`src/rtl/serial_adder_pkg.sv`:
```
// Shared types and helpers for the bit-serial adder controller.
package serial_adder_pkg;

    typedef enum logic [1:0] {
        IDLE  = 2'd0,
        SHIFT = 2'd1,
        DONE  = 2'd2
    } state_t;

    localparam int unsigned NMin = 2;
    localparam int unsigned NMax = 32;

    // Bit-counter width; never zero so the counter stays a real vector.
    function automatic int unsigned cnt_width(input int unsigned n);
        int unsigned w;
        w = $clog2(n);
        return (w == 0) ? 1 : w;
    endfunction

endpackage

```
`src/rtl/fa_slice.sv`:
```
// One-bit full-adder slice: sum and majority carry of three inputs.
module fa_slice (
    input  logic x_i,
    input  logic y_i,
    input  logic z_i,
    output logic s_o,
    output logic c_o
);

    always_comb begin
        s_o = x_i ^ y_i ^ z_i;
        c_o = (x_i & y_i) | (x_i & z_i) | (y_i & z_i);
    end

endmodule

```
`src/rtl/serial_adder_ctrl.sv`:
```
// Bit-serial N-bit adder: one shared full-adder slice, a carry flop and an
// IDLE/SHIFT/DONE controller. All outputs are registered.
module serial_adder_ctrl
    import serial_adder_pkg::*;
#(
    parameter int unsigned N = 8
) (
    input  logic         clk_i,
    input  logic         rst_ni,
    input  logic         start_i,
    input  logic [N-1:0] a_i,
    input  logic [N-1:0] b_i,
    input  logic         cin_i,
    output logic         busy_o,
    output logic         done_o,
    output logic [N-1:0] sum_o,
    output logic         cout_o
);

    localparam int unsigned CntW = cnt_width(N);
    localparam logic [CntW-1:0] CntLast = CntW'(N - 1);

    state_t          state_q;
    logic [N-1:0]    a_sr_q;
    logic [N-1:0]    b_sr_q;
    logic [N-1:0]    s_sr_q;
    logic [N-1:0]    sum_q;
    logic [CntW-1:0] cnt_q;
    logic            carry_q;
    logic            cout_q;
    logic            busy_q;
    logic            done_q;

    logic            slice_s;
    logic            slice_c;
    logic [N-1:0]    s_sr_d;

    fa_slice u_fa_slice (
        .x_i (a_sr_q[0]),
        .y_i (b_sr_q[0]),
        .z_i (carry_q),
        .s_o (slice_s),
        .c_o (slice_c)
    );

    // New sum bit enters at the MSB so bit 0 lands in place after N shifts.
    always_comb begin
        s_sr_d = {slice_s, s_sr_q[N-1:1]};
    end

    always_ff @(posedge clk_i or negedge rst_ni) begin
        if (!rst_ni) begin
            state_q <= IDLE;
            a_sr_q  <= '0;
            b_sr_q  <= '0;
            s_sr_q  <= '0;
            sum_q   <= '0;
            cnt_q   <= '0;
            carry_q <= 1'b0;
            cout_q  <= 1'b0;
            busy_q  <= 1'b0;
            done_q  <= 1'b0;
        end else begin
            unique case (state_q)
                IDLE: begin
                    if (start_i) begin
                        a_sr_q  <= a_i;
                        b_sr_q  <= b_i;
                        carry_q <= cin_i;
                        cnt_q   <= '0;
                        busy_q  <= 1'b1;
                        state_q <= SHIFT;
                    end
                end
                SHIFT: begin
                    carry_q <= slice_c;
                    s_sr_q  <= s_sr_d;
                    a_sr_q  <= a_sr_q >> 1;
                    b_sr_q  <= b_sr_q >> 1;
                    if (cnt_q == CntLast) begin
                        sum_q   <= s_sr_d;
                        cout_q  <= slice_c;
                        done_q  <= 1'b1;
                        state_q <= DONE;
                    end else begin
                        cnt_q <= cnt_q + CntW'(1);
                    end
                end
                DONE: begin
                    done_q  <= 1'b0;
                    busy_q  <= 1'b0;
                    state_q <= IDLE;
                end
                default: begin
                    done_q  <= 1'b0;
                    busy_q  <= 1'b0;
                    state_q <= IDLE;
                end
            endcase
        end
    end

    assign busy_o = busy_q;
    assign done_o = done_q;
    assign sum_o  = sum_q;
    assign cout_o = cout_q;

endmodule

```
`config.mk`:
```
export PLATFORM = sky130hd
export DESIGN_NAME = serial_adder_ctrl
export DESIGN_NICKNAME = d
export VERILOG_FILES = /design/src/rtl/serial_adder_pkg.sv /design/src/rtl/fa_slice.sv /design/src/rtl/serial_adder_ctrl.sv
export SDC_FILE = /design/constraint.sdc
export NUM_CORES = 1
export LEC_CHECK = 0
export CAP_MARGIN = 20
export CORE_MARGIN = 4
export CORE_UTILIZATION = 43
export CTS_CLUSTER_DIAMETER = 100
export DETAILED_ROUTE_END_ITERATION = 10
export PLACE_DENSITY = 0.69
export SLEW_MARGIN = 25
export SYNTH_ARGS = -nofsm -noshare
export SYNTH_HDL_FRONTEND = slang
export SYNTH_HIERARCHICAL = 1
export SYNTH_SLANG_ARGS = --single-unit
export TNS_END_PERCENT = 10
```
`constraint.sdc`:
```
create_clock -name clk_i -period 1.55 [get_ports clk_i]
set_input_delay 0.155 -clock clk_i [delete_from_list [all_inputs] [get_ports clk_i]]
set_output_delay 0.155 -clock clk_i [all_outputs]
set_load 0.01 [all_outputs]
```
==> results of run 1 <==
==> cell usage after synthesis (all sizes together) <==
cell / count / area share (%)
dfrtp: 40 / 54
o221a: 6 / 3.6
a21oi: 3 / 0.81
nand3: 3 / 0.81
nand3b: 1 / 0.40
nor3b: 10 / 4.0
ha: 2 / 1.3
o21ba: 1 / 0.54
nor2: 1 / 0.20
a21o: 1 / 0.40
nand2: 2 / 0.40
nand2b: 4 / 1.3
or4b: 6 / 3.2
fa: 1 / 1.1
o221ai: 3 / 1.4
clkbuf: 3 / 0.61
nor4b: 9 / 4.2
inv: 14 / 2.8
o21bai: 1 / 0.61
buf: 9 / 3.0
or2: 1 / 0.34
a211oi: 9 / 3.6
nor4bb: 2 / 1.1
mux2: 16 / 9.7
a211o: 1 / 0.47
==> flip-flops by register name, summed over array words and instances (netlist names) <==
signal,flops
done_o,1
busy_o,1
cnt_q,3
sum_o,8
s_sr_q,7
a_sr_q,8
state_q,2
b_sr_q,8
cout_o,1
carry_q,1
==> report_power, final <==
group          internal (mW)  switching [mW]
combinational           1.11           0.725
clock                  0.476           0.359
sequential              1.54           0.328
total                   3.12            1.41
==> worst max-delay path, cell delays in order (launching register included) <==
cell and delay, ns:
dfrtp_1 0.40, ha_1 0.19, ha_2 0.17, nand3b_1 0.13, buf_12 0.14, mux2_2 0.33
==> final cells by class <==
| class | instances | area (µm²) | area share [%] |
|---|---|---|---|
| timing repair buffer | 47 | 463 | 19.0 |
| clock buffer | 5 | 68.8 | 2.83 |
| clock inverter | 3 | 42.5 | 1.75 |
| sequential | 40 | 1000 | 41.2 |
| inverter | 14 | 52.6 | 2.16 |
| multi-input combinational | 83 | 741 | 30.5 |
| tap | 50 | 62.6 | 2.57 |
==> per-stage QoR <==
stage	hold WS (ns)	power [mW]	setup slack (ns)	instance area [µm²]
after floorplan	-0.141	2.97	0.0431	1860
after global placement	0.135	3.62	0.0269	2300
after detailed placement	0.149	3.72	-0.0441	2300
after CTS	0.370	4.57	0.0293	2420
after global routing	0.410	4.87	0.00203	2430
final	0.359	4.53	0.0766	2430
==> repair_timing <==
item                                    CTS  global route
setup buffers                             0             1
hold buffers                              1             0
resized for setup                         0             2
hold endpoints to repair                 20             0
endpoints found under the setup margin    0            14
==> how the worst min path moves through the flow <==
| stage | cells past startpoint | end |
|---|---|---|
| after global placement | 1 | sum_o[0] |
| after CTS | 2 | sum_o[0] |
| after global routing | 2 | sum_o[0] |
| after detailed placement | 1 | sum_o[0] |
| final | 2 | sum_o[0] |
| after floorplan | 0 | a_sr_q[0] |
==> per-layer routing <==
layer | up-vias | track usage, %
met5 | - | 0
li1 | 633 | -
met1 | 646 | 19.6
met3 | 6 | 4.10
met4 | 0 | 5.43
met2 | 35 | 23.7
==> kinds of logic (layout without fill, tap and decap cells) <==
group,after synthesis,in the layout,share of synthesized area (%)
DFF,40,40,53.8
and+or+nand+nor,39,39,16.1
buffers and inverters,26,69,6.46
AOI/OAI and AO/OA,25,25,11.5
muxes,16,16,9.69
adders and majority gates,3,3,2.42
==> impl_metrics.csv, run 1 <==
group,metric,value,unit
min_path,hp-class,"in -> async",
yosys,syn_area,1860,µm²
floorplanning,start_util,45.5,%
worst_setup_path,r2r-end,"cout_o",
pwr,ir_worst_vdd,0.679,mV
clocking,clock_path_buffers,2,
timing,worst_pin_slew,0.487,ns
clocking,cts_buffers,5,
worst_setup_path,cp-end-kind,"flop",
cells_and_area,antenna_cells,0,
floorplanning,die_area,5440,µm²
timing,period_share,95.1,%
clocking,root_buffer,"clkbuf_8",
pwr,powerDensity,1860,nW/µm²
yosys,ys_warn_count,6,
pwr,leakage,1.06,nW
global_route,grt_pass1_wl,6320,µm
worst_setup_path,crit_fanout,10,
routing,via_per_inst,5.45,
routing,drt-total-wl,3610,µm
timing,hold_violations,0,
routing,top_layer,"met4",
routing,ant_nets,0,
worst_setup_path,r2r_start,"cnt_q[1]",
yosys,synth.avg_cell_area,12.5,µm²
place,post-dp-hpwl,2690,µm
timing,fin_crit,1.47,ns
global_route,grt-ovfl-total,0,
timing,rsz0062_at_grt,"true",
cells_and_area,drive_gt1_share,27.1,%
floorplanning,die_x,73.8,µm
place,dpl.cell_count,232,
job,cap_violations,0,
yosys,synth_nets,172,
routing,drtPass1Iterations,4,
cells_and_area,fin_nets,214,
place,place.port_buffers,30,
yosys,ys_ff_latch,40,
cells_and_area,fillers,328,
yosys,ys_types,27,
worst_setup_path,reg2reg_slack,0.08,ns
timing,fmax,679,MHz
floorplanning,coreArea,4090,µm²
cells_and_area,area_growth,30.8,%
timing,setup_violations,0,
global_route,grt_pass1_vias,1393,
timing,max_slew_margin,67.6,%
cells_and_area,postLayoutCoreUtil,59.5,%
worst_setup_path,r2r_cells,5,
yosys,synthCells,149,
routing,wl_met1,1680,µm
clocking,clock_latency,0.29,ns
clocking,htreeDepth,2,
routing,drtIter0Drc,66,
cells_and_area,layout_commonest_cell,"dfrtp_1",
timing,fin_worst_skew,0.00844,ns
timing,drv_slew,0,
yosys,synth_seq_area_share,53.8,%
global_route,groute.usage.overall,15.0,%
routing,wl_met2,1670,µm
worst_setup_path,endpoint,"cout_o",
floorplanning,row_count,23,
cells_and_area,final_cells,242,
worst_setup_path,startpoint_type,"flop",
worst_setup_path,critPathLaunch,"cnt_q[1]",
clocking,clk_pin_slew,0.08,ns
routing,route.vias.total,1320,
place,gp_congestion,0.775,
clocking,cts_sinks,40,
worst_setup_path,worstPathRequired,1.72,ns
global_route,grt_max_degree,22,
cells_and_area,final_cell_mix,"dfrtp_1 (39), clkdlybuf4s50_1 (29), mux2_2 (16)",
timing,fin_setup_tns,0,ns
worst_setup_path,critPathArrivalTime,1.64,ns
global_route,antenna_found_initial,0,
worst_setup_path,crit_type,"reg -> reg",
clocking,cts_tree,"done",
routing,remaining_drc_errors,0,
floorplanning,pin_count,31,
routing,dr_wl_met3,210,µm
routing,routedWlPerCell,14.9,µm
status,outcome,"finished, final reports clean",
floorplanning,fp.dieH,73.8,µm
Power figures use the tool's default switching activity.
==> run 2: changes to the inputs <==
--- a/config.mk
+++ b/config.mk
@@ -8,9 +8,11 @@
 export CAP_MARGIN = 20
 export CORE_MARGIN = 4
 export CORE_UTILIZATION = 43
-export CTS_CLUSTER_DIAMETER = 100
+export CTS_CLUSTER_DIAMETER = 150
 export DETAILED_ROUTE_END_ITERATION = 10
+export MAX_ROUTING_LAYER = met4
 export PLACE_DENSITY = 0.69
+export REMOVE_ABC_BUFFERS = 1
 export SLEW_MARGIN = 25
 export SYNTH_ARGS = -nofsm -noshare
 export SYNTH_HDL_FRONTEND = slang
==> impl_metrics.csv, run 2 (same netlist as run 1, synthesis figures left out) <==
group,metric,value,unit
worst_setup_path,cp_slowest_cell,"dfrtp_1",
clocking,root_buffer,"clkbuf_8",
status,outcome,"finished, final reports clean",
pwr,power,4.58,mW
global_route,grt_pass1_vias,1369,
floorplanning,pin_count,31,
global_route,grtUsageMet2,24.3,%
clocking,cts_tree,"done",
routing,via_per_inst,5.47,
floorplanning,start_util,45.5,%
worst_setup_path,reg2reg_slack,0.08,ns
timing,rsz0062_at_grt,"false",
global_route,busiest_layer,"met2",
global_route,met1_usage,18.5,%
timing,fmax,678,MHz
clocking,clock_path_buffers,2,
job,cap_violations,0,
timing,worst_pin_slew,0.406,ns
min_path,hp-class,"in -> async",
worst_setup_path,r2r_start,"cnt_q[1]",
pwr,ir_worst_vdd,0.705,mV
worst_setup_path,crit_path_cell_trace,"ha_2 -> ha_2 -> nand3b_1 -> buf_12 -> mux2_2",
worst_setup_path,max_stage_delay,0.40,ns
worst_setup_path,startpoint_type,"flop",
worst_setup_path,worstPathRequired,1.72,ns
routing,remaining_drc_errors,0,
cells_and_area,antenna_cells,0,
worst_setup_path,crit_type,"reg -> reg",
global_route,antenna_found_initial,0,
worst_setup_path,r2r-end,"sum_o[2]",
timing,max_slew_margin,72.9,%
timing,fin_worst_skew,0.0104,ns
cells_and_area,layout_commonest_cell,"dfrtp_1",
floorplanning,die_area,5440,µm²
routing,route.vias.total,1324,
place,post-dp-hpwl,2460,µm
global_route,grt-ovfl-total,0,
clocking,cts_buffers,5,
timing,period_share,95.1,%
floorplanning,fp.dieH,73.8,µm
worst_setup_path,critPathArrivalTime,1.65,ns
place,dp_slack,-0.0781,ns
timing,fin_crit,1.47,ns
pwr,powerDensity,1870,nW/µm²
timing,fin_hold_ws,0.356,ns
clocking,cts_sinks,40,
timing,hold_violations,0,
place,gp_congestion,0.840,
global_route,grt_max_degree,41,
floorplanning,die_x,73.8,µm
routing,drt-total-wl,3590,µm
clocking,clk_pin_slew,0.08,ns
timing,drv_slew,0,
routing,ant_nets,0,
cells_and_area,drive_gt1_share,28.1,%
routing,drtPass1Iterations,4,
timing,setup_violations,0,
cells_and_area,fin_nets,214,
timing,fin_ws,0.0752,ns
place,place.port_buffers,30,
clocking,htreeDepth,2,
worst_setup_path,cp-end-kind,"flop",
clocking,clock_latency,0.29,ns
routing,drtIter0Drc,58,
global_route,met3_usage,4.92,%
cells_and_area,final_cell_mix,"dfrtp_1 (40), clkdlybuf4s50_1 (29), mux2_2 (16)",
cells_and_area,postLayoutCoreUtil,60.0,%
global_route,grt_pass1_wl,6180,µm
worst_setup_path,cp_common_cell,"ha_2",
floorplanning,row_count,23,
routing,routedWlPerCell,14.8,µm
cells_and_area,area_growth,31.8,%
worst_setup_path,crit_fanout,10,
global_route,groute.usage.overall,15.3,%
pwr,leakage,1.07,nW
worst_setup_path,r2r_cells,5,
floorplanning,coreArea,4090,µm²
## run 2: cell types whose count changed in the layout (fill, tap and decap cells not counted), sizes merged
| cell | before | now |
|---|---|---|
| clkbuf | 5 | 6 |
| clkinvlp | 1 | 0 |
## run 2: worst max-delay path: cells and delay by family, from the launching register on
family	cells	cell delay [ns]
muxes	1	0.33
buffers and inverters	1	0.14
DFF	1	0.40
and+or+nand+nor	1	0.13
adders and majority gates	2	0.36
## run 2: where the power goes
| part | leakage (nW) | internal, mW | switching, mW |
|---|---|---|---|
| clock network | 0.0552 | 0.478 | 0.355 |
| registers | 0.472 | 1.54 | 0.285 |
| logic | 0.539 | 1.13 | 0.797 |
## run 2: area by class of cell
cell class,count,area (µm²)
clock inverters,2,35.0
multi-input cells,83,764
clock buffers,6,72.6
well taps,50,62.6
flip-flops and latches,40,1000
inverters,14,52.6
fillers,329,1640
repair buffers,47,463
## run 2: what timing repair did
item                                    CTS  global route
gates resized for setup                   0             6
endpoints found under the hold margin    40             0
buffers inserted                          0             1
endpoints found under the setup margin    2            10
hold buffers                              1             0
## run 2: worst max path at each step
stage,slack [ns],startpoint,to
after global routing,0.02,cnt_q[0],sum_o[1]
after detailed placement,-0.08,start_i,a_sr_q[1]
after floorplan,-0.20,state_q[0],cout_o
after global placement,0.03,start_i,b_sr_q[2]
final,0.08,cnt_q[1],sum_o[2]
after CTS,-0.001,cnt_q[1],cnt_q[0]
## run 2: per-stage QoR
step,instance area (µm²),TNS [ns],cells
after CTS,2420,-0.00232,241
after global placement,2300,0,232
final,2450,0,242
after global routing,2450,0,242
after detailed placement,2300,-0.283,232
after floorplan,1790,-3.76,137
## run 2: per-layer routing
layer	vias up	share of wire, %
li1	631	-
met3	6	4.9
met4	0	1.4
met1	656	45
met5	-	0
met2	31	49
